--- config.mk ---
export PLATFORM = sky130hd
export DESIGN_NAME = ppu_timing_flat
export DESIGN_NICKNAME = d
export VERILOG_FILES = /design/src/rtl/ppu_timing_if.sv /design/src/rtl/ppu_timing.sv /design/src/flat_wrapper.sv
export SDC_FILE = /design/constraint.sdc
export NUM_CORES = 1
export LEC_CHECK = 0
export CELL_PAD_IN_SITES_DETAIL_PLACEMENT = 0
export CELL_PAD_IN_SITES_GLOBAL_PLACEMENT = 2
export CORE_AREA = 4 4 82 84
export DETAILED_ROUTE_END_ITERATION = 12
export DIE_AREA = 0 0 86 88
export PLACE_DENSITY_LB_ADDON = 0.1
export REMOVE_ABC_BUFFERS = 1
export SLEW_MARGIN = 20
export SYNTH_ARGS = -nofsm -noshare
export SYNTH_HDL_FRONTEND = slang
export SYNTH_SLANG_ARGS = --single-unit
--- constraint.sdc ---
create_clock -name clk -period 2.2 [get_ports clk]
set_input_delay 0.22 -clock clk [delete_from_list [all_inputs] [get_ports clk]]
set_output_delay 0.22 -clock clk [all_outputs]
set_load 0.05 [all_outputs]
--- src/rtl/ppu_timing_if.sv ---
// Signal bundle between the PPU core and the dot/line timing block.
// The slave side is the timing block. The master side drives dot enables and
// pixel data, and observes the beam position, colour and vblank/NMI state.
interface ppu_timing_if;
   logic       ce;
   logic       pal;
   logic       rendering;
   logic [5:0] pixel_in;
   logic       grayscale;
   logic       nmi_enable;
   logic       read_status;
   logic [8:0] count_h;
   logic [8:0] count_v;
   logic [5:0] color;
   logic       vbl_flag;
   logic       nmi;
   logic       odd_frame;

   modport master (
      output ce, pal, rendering, pixel_in, grayscale, nmi_enable, read_status,
      input  count_h, count_v, color, vbl_flag, nmi, odd_frame
   );

   modport slave (
      input  ce, pal, rendering, pixel_in, grayscale, nmi_enable, read_status,
      output count_h, count_v, color, vbl_flag, nmi, odd_frame
   );
endinterface

--- src/rtl/ppu_timing.sv ---
// PPU beam timing: dot/line counters with the NTSC odd-frame dot skip,
// a registered colour output, and the vblank flag / NMI generation.
// The pre-render line is a decoded line value (511), not a counter overflow.
module ppu_timing #(
   parameter int DOTS       = 341,
   parameter int LINES_NTSC = 262,
   parameter int LINES_PAL  = 312
) (
   input  logic         clk,
   input  logic         reset_n,
   ppu_timing_if.slave  bus
);
   localparam logic [8:0] PRE         = 9'd511;
   localparam logic [8:0] VBL_LINE    = 9'd241;
   localparam logic [8:0] H_LAST      = 9'(DOTS - 1);
   localparam logic [8:0] H_SKIP      = 9'(DOTS - 2);
   localparam logic [8:0] V_LAST_NTSC = 9'(LINES_NTSC - 2);
   localparam logic [8:0] V_LAST_PAL  = 9'(LINES_PAL - 2);

   logic [8:0] h_q, h_n, v_q, v_n, v_last;
   logic       pal_q, pal_n, odd_q, odd_n;
   logic       vbl_q, vbl_n, sup_q, sup_n, nmi_q;
   logic [5:0] color_q;
   logic       skip, set_evt, clr_evt;

   // Frame format is the one latched at the start of the frame, so a mid-frame
   // change of pal cannot shorten or stretch the frame in progress.
   assign v_last  = pal_q ? V_LAST_PAL : V_LAST_NTSC;
   assign skip    = (v_q == PRE) && (h_q == H_SKIP) && !pal_q && bus.rendering && odd_q;
   assign set_evt = bus.ce && (v_q == VBL_LINE) && (h_q == 9'd1);
   assign clr_evt = bus.ce && (v_q == PRE) && (h_q == 9'd1);

   // Next beam position, frame parity and latched frame format.
   always_comb begin
      h_n   = h_q;
      v_n   = v_q;
      odd_n = odd_q;
      pal_n = pal_q;
      if (bus.ce) begin
         if (h_q == H_LAST || skip) begin
            h_n = 9'd0;
            if (v_q == PRE) begin
               v_n   = 9'd0;
               odd_n = ~odd_q;
               pal_n = bus.pal;
            end else if (v_q == v_last) begin
               v_n = PRE;
            end else begin
               v_n = v_q + 9'd1;
            end
         end else begin
            h_n = h_q + 9'd1;
         end
      end
   end

   // Vblank flag and suppress latch. A status read wins over the set event;
   // when both coincide the frame's NMI is suppressed until pre-render.
   always_comb begin
      vbl_n = vbl_q;
      sup_n = sup_q;
      if (clr_evt) begin
         vbl_n = 1'b0;
         sup_n = 1'b0;
      end
      if (set_evt) begin
         if (bus.read_status) sup_n = 1'b1;
         else                 vbl_n = 1'b1;
      end
      if (bus.read_status) vbl_n = 1'b0;
   end

   // State registers; counters and colour move only on ce, flags every clk.
   always_ff @(posedge clk or negedge reset_n) begin
      if (!reset_n) begin
         h_q     <= 9'd0;
         v_q     <= 9'd0;
         pal_q   <= 1'b0;
         odd_q   <= 1'b0;
         vbl_q   <= 1'b0;
         sup_q   <= 1'b0;
         nmi_q   <= 1'b0;
         color_q <= 6'd0;
      end else begin
         h_q   <= h_n;
         v_q   <= v_n;
         pal_q <= pal_n;
         odd_q <= odd_n;
         vbl_q <= vbl_n;
         sup_q <= sup_n;
         nmi_q <= vbl_n & bus.nmi_enable & ~sup_q;
         if (bus.ce)
            color_q <= bus.grayscale ? (bus.pixel_in & 6'h30) : bus.pixel_in;
      end
   end

   assign bus.count_h   = h_q;
   assign bus.count_v   = v_q;
   assign bus.color     = color_q;
   assign bus.vbl_flag  = vbl_q;
   assign bus.nmi       = nmi_q;
   assign bus.odd_frame = odd_q;
endmodule

--- src/flat_wrapper.sv ---
// flat-port wrapper written by rule: the top's interface ports become plain ports
module ppu_timing_flat 
#(
   parameter int DOTS       = 341,
   parameter int LINES_NTSC = 262,
   parameter int LINES_PAL  = 312
)
  (clk, reset_n, bus_ce, bus_pal, bus_rendering, bus_pixel_in, bus_grayscale, bus_nmi_enable, bus_read_status, bus_count_h, bus_count_v, bus_color, bus_vbl_flag, bus_nmi, bus_odd_frame);
  ppu_timing_if bus_i ();
  input  logic clk;
  input  logic reset_n;
  input wire logic [$bits(bus_i.ce)-1:0] bus_ce;
  input wire logic [$bits(bus_i.pal)-1:0] bus_pal;
  input wire logic [$bits(bus_i.rendering)-1:0] bus_rendering;
  input wire logic [$bits(bus_i.pixel_in)-1:0] bus_pixel_in;
  input wire logic [$bits(bus_i.grayscale)-1:0] bus_grayscale;
  input wire logic [$bits(bus_i.nmi_enable)-1:0] bus_nmi_enable;
  input wire logic [$bits(bus_i.read_status)-1:0] bus_read_status;
  output wire logic [$bits(bus_i.count_h)-1:0] bus_count_h;
  output wire logic [$bits(bus_i.count_v)-1:0] bus_count_v;
  output wire logic [$bits(bus_i.color)-1:0] bus_color;
  output wire logic [$bits(bus_i.vbl_flag)-1:0] bus_vbl_flag;
  output wire logic [$bits(bus_i.nmi)-1:0] bus_nmi;
  output wire logic [$bits(bus_i.odd_frame)-1:0] bus_odd_frame;
  assign bus_i.ce = bus_ce;
  assign bus_i.pal = bus_pal;
  assign bus_i.rendering = bus_rendering;
  assign bus_i.pixel_in = bus_pixel_in;
  assign bus_i.grayscale = bus_grayscale;
  assign bus_i.nmi_enable = bus_nmi_enable;
  assign bus_i.read_status = bus_read_status;
  assign bus_count_h = bus_i.count_h;
  assign bus_count_v = bus_i.count_v;
  assign bus_color = bus_i.color;
  assign bus_vbl_flag = bus_i.vbl_flag;
  assign bus_nmi = bus_i.nmi;
  assign bus_odd_frame = bus_i.odd_frame;
  ppu_timing #(.DOTS(DOTS), .LINES_NTSC(LINES_NTSC), .LINES_PAL(LINES_PAL)) u_core (.clk(clk), .reset_n(reset_n), .bus(bus_i));
endmodule
==> impl_metrics.yaml <==
outcome:
  outcome: "completed"
floorplanning:
  dieArea_um2: 7570
  ios: 41
  die_h_um: 88
  core_area_um2: 5920
  start_util: 0.267
  rows: 28
  die_width_um: 86
sta:
  finalCriticalPeriod_ns: 2.14
  tightest_slew_ns: 0.513
  setup_ws_ns: 0.0641
  rsz0062_at_grt: "yes"
  relSlewSlack: 0.655
  whs_ns: 0.346
  clock_skew_ns: 0.00521
  finalMaxSlewViolations: 0
  max_freq_mhz: 468
  tns_ns: 0
  fin_crit_sh: 0.971
  setup_viol_count_final: 0
  hold_viol: 0
routing:
  drt_iter0_drc: 39
  via_per_inst: 4.84
  met3_length_um: 153
  dr_total_vias: 1380
  drt-wirelength-per-cell_um: 15.9
  maxUsedRoutingLayer: "met4"
  drt-met1-wl_mm: 2.08
  antenna_left: 0
  wl_met2_mm: 2.25
  drc: 0
  first_pass_iters: 4
  wl_mm: 4.52
clock_tree:
  clock_sinks: 29
  clk_pin_slew_ns: 0.06
  htreeDepth: 2
  holdBufCountCts: 0
  root_buffer: "clkbuf_8"
  clkLatencyLatePin_ns: 0.27
  numCtsBuffers: 5
  clock_path_buffers: 2
  tritoncts: "done"
pwr:
  leakagePower_nw: 0.977
  total_power_w: 0.00169
  powerDensity_nw_per_um2: 738
  max-vdd-ir-drop_mv: 0.553
yosys:
  synthTopCellsByCount: "dfrtp_1, inv_1, nand2_1, o21ai_0, nand3_1"
  yosysTopAreaCell: "dfrtp_1"
  synth_area_leaders: "dfrtp_1, ha_1, o22a_1"
  synth.distinct_cells: 43
  synth-seq-cells: 29
  avgSynthCellArea_um2: 10.5
  ys_warn_count: 0
  synth_seq_area_share: 0.459
  syn_area_um2: 1580
  synthCells: 151
  async_flop_share: 1.00
  synth_top_area_frac: 0.459
  ys.flop_type: "dfrtp_1"
  yosysMostFrequentCell: "dfrtp_1"
  synth_edf_count: 0
setup_path:
  critPathSlowestCell: "o31a_4"
  end_kind: "flip-flop"
  path_cells: "ha_1 -> nand3_1 -> nor2_1 -> ha_2 -> nand4_1 -> o31a_4 -> nor3b_4 -> mux2_4"
  worstSetupPathType: "flip-flop to flip-flop"
  crit_path_start_kind: "flip-flop"
  cpLargestDelayFamily: "simple AND/OR/NAND/NOR gates"
  crit_required_ns: 2.36
  worst-path-buf-inv: 0
  slowest_delay_ns: 0.41
  path_max_fanout: 6
  worstPathArrival_ns: 2.30
finish:
  syn_to_final_growth_pct: 44.7
  final_area_um2: 2290
  nets: 229
  drive_above_1_share: 0.195
  antenna_cells: 0
grt:
  overflow: 0
  grt_pass1_vias: 1428
  track_usage: 0.122
  grt_first_pass_wirelength_mm: 7.14
  grt_antenna_before_repair: 0
  grt_max_degree: 30
placed_design:
  placed_area_um2: 2140
  place_congestion: 0.813
  io_buffers: 40
  dp_hpwl_mm: 3.28
  pre_cts_ws_ns: 0.00577
job:
  drv_cap: 0
min_path:
  hp-class: "input pin to async pin"
[cell type report]
class | count | area (um2)
fillers | 580 | 3630
multi-input cells | 107 | 823
flip-flops and latches | 29 | 726
repair buffers | 57 | 532
well taps | 75 | 93.8
clock buffers | 8 | 80.1
inverters | 9 | 33.8
[registers in the layout (all words and copies together) (netlist names)]
signal                count
u_core.bus.odd_frame      1
u_core.bus.nmi            1
u_core.bus.vbl_flag       1
u_core.bus.count_v        9
u_core.bus.count_h        9
u_core.sup_q              1
u_core.pal_q              1
u_core.bus.color          6
[through the flow]
| step | std cells | utilization |
|---|---|---|
| 6_report | 285 | 0.387 |
| 5_1_grt | 285 | 0.387 |
| 4_1_cts | 281 | 0.376 |
| 3_5_place_dp | 273 | 0.362 |
| 3_3_place_gp | 273 | 0.362 |
| 2_1_floorplan | 144 | - |
[where the power goes]
group / switching [W] / internal [W] / total [W] / leakage [nW]
logic: 0.000370 / 0.000215 / 0.000585 / 0.559
registers: 0.0000948 / 0.000591 / 0.000686 / 0.378
clock network: 0.000195 / 0.000224 / 0.000419 / 0.0395
[final timing paths]
kind | from | endpoint | slack, ns | cells past startpoint
max | u_core.bus.count_v[0] | u_core.pal_q | 0.06 | 8
min | reset_n | u_core.pal_q | 0.35 | 2
max reg2reg | u_core.bus.count_v[0] | u_core.pal_q | 0.06 | 8
min reg2reg | u_core.sup_q | u_core.bus.nmi | 0.46 | 1
max in group asynchronous | reset_n | u_core.bus.nmi | 1.55 | 2
min in group clk | u_core.sup_q | u_core.bus.nmi | 0.46 | 1
[cell usage in the layout (no fill, tap or decap), types with 5 or more instances in the layout]
| cell | instances |
|---|---|
| inv_1 | 9 |
| buf_4 | 16 |
| nand3_1 | 7 |
| clkbuf_8 | 5 |
| nand2_1 | 9 |
| clkdlybuf4s50_1 | 40 |
| and3_1 | 6 |
| o21ai_0 | 9 |
| o22a_1 | 6 |
| dfrtp_1 | 29 |
| nor2_1 | 5 |
| ha_1 | 5 |
[worst register-to-register path: cells and delay by family, from the launching register on]
family                   cells  cell delay, ns
AND/OR/NAND/NOR              4            0.57
AO/OA/AOI/OAI                1            0.41
adder cells (fa/ha/maj)      2            0.37
flip-flops                   1            0.36
multiplexers                 1            0.31
[metal layers]
layer | global-route usage | up-vias
met3 | 0.0320 | 4
met1 | 0.155 | 666
met2 | 0.204 | 29
met5 | 0 | -
met4 | 0.0345 | 0
li1 | - | 681
[kinds of logic (layout without fill, tap and decap cells)]
group | count (synthesis) | count (layout) | share of synthesized area
AOI/OAI and AO/OA | 40 | 41 | 0.184
xor gates and xnor gates | 4 | 4 | 0.0222
adders and majority gates | 6 | 6 | 0.0475
buffers and inverters | 16 | 74 | 0.0451
DFF | 29 | 29 | 0.459
muxes | 6 | 6 | 0.0419
and+or+nand+nor | 50 | 50 | 0.200
[what timing repair did]
item                       4_1_cts  5_1_grt
gates cloned                     0        1
gates resized for setup          1        9
setup endpoints to repair        4        9
pin swaps                        0        5
buffers inserted                 0        3
Note: power is estimated with default switching activity, not from simulation.
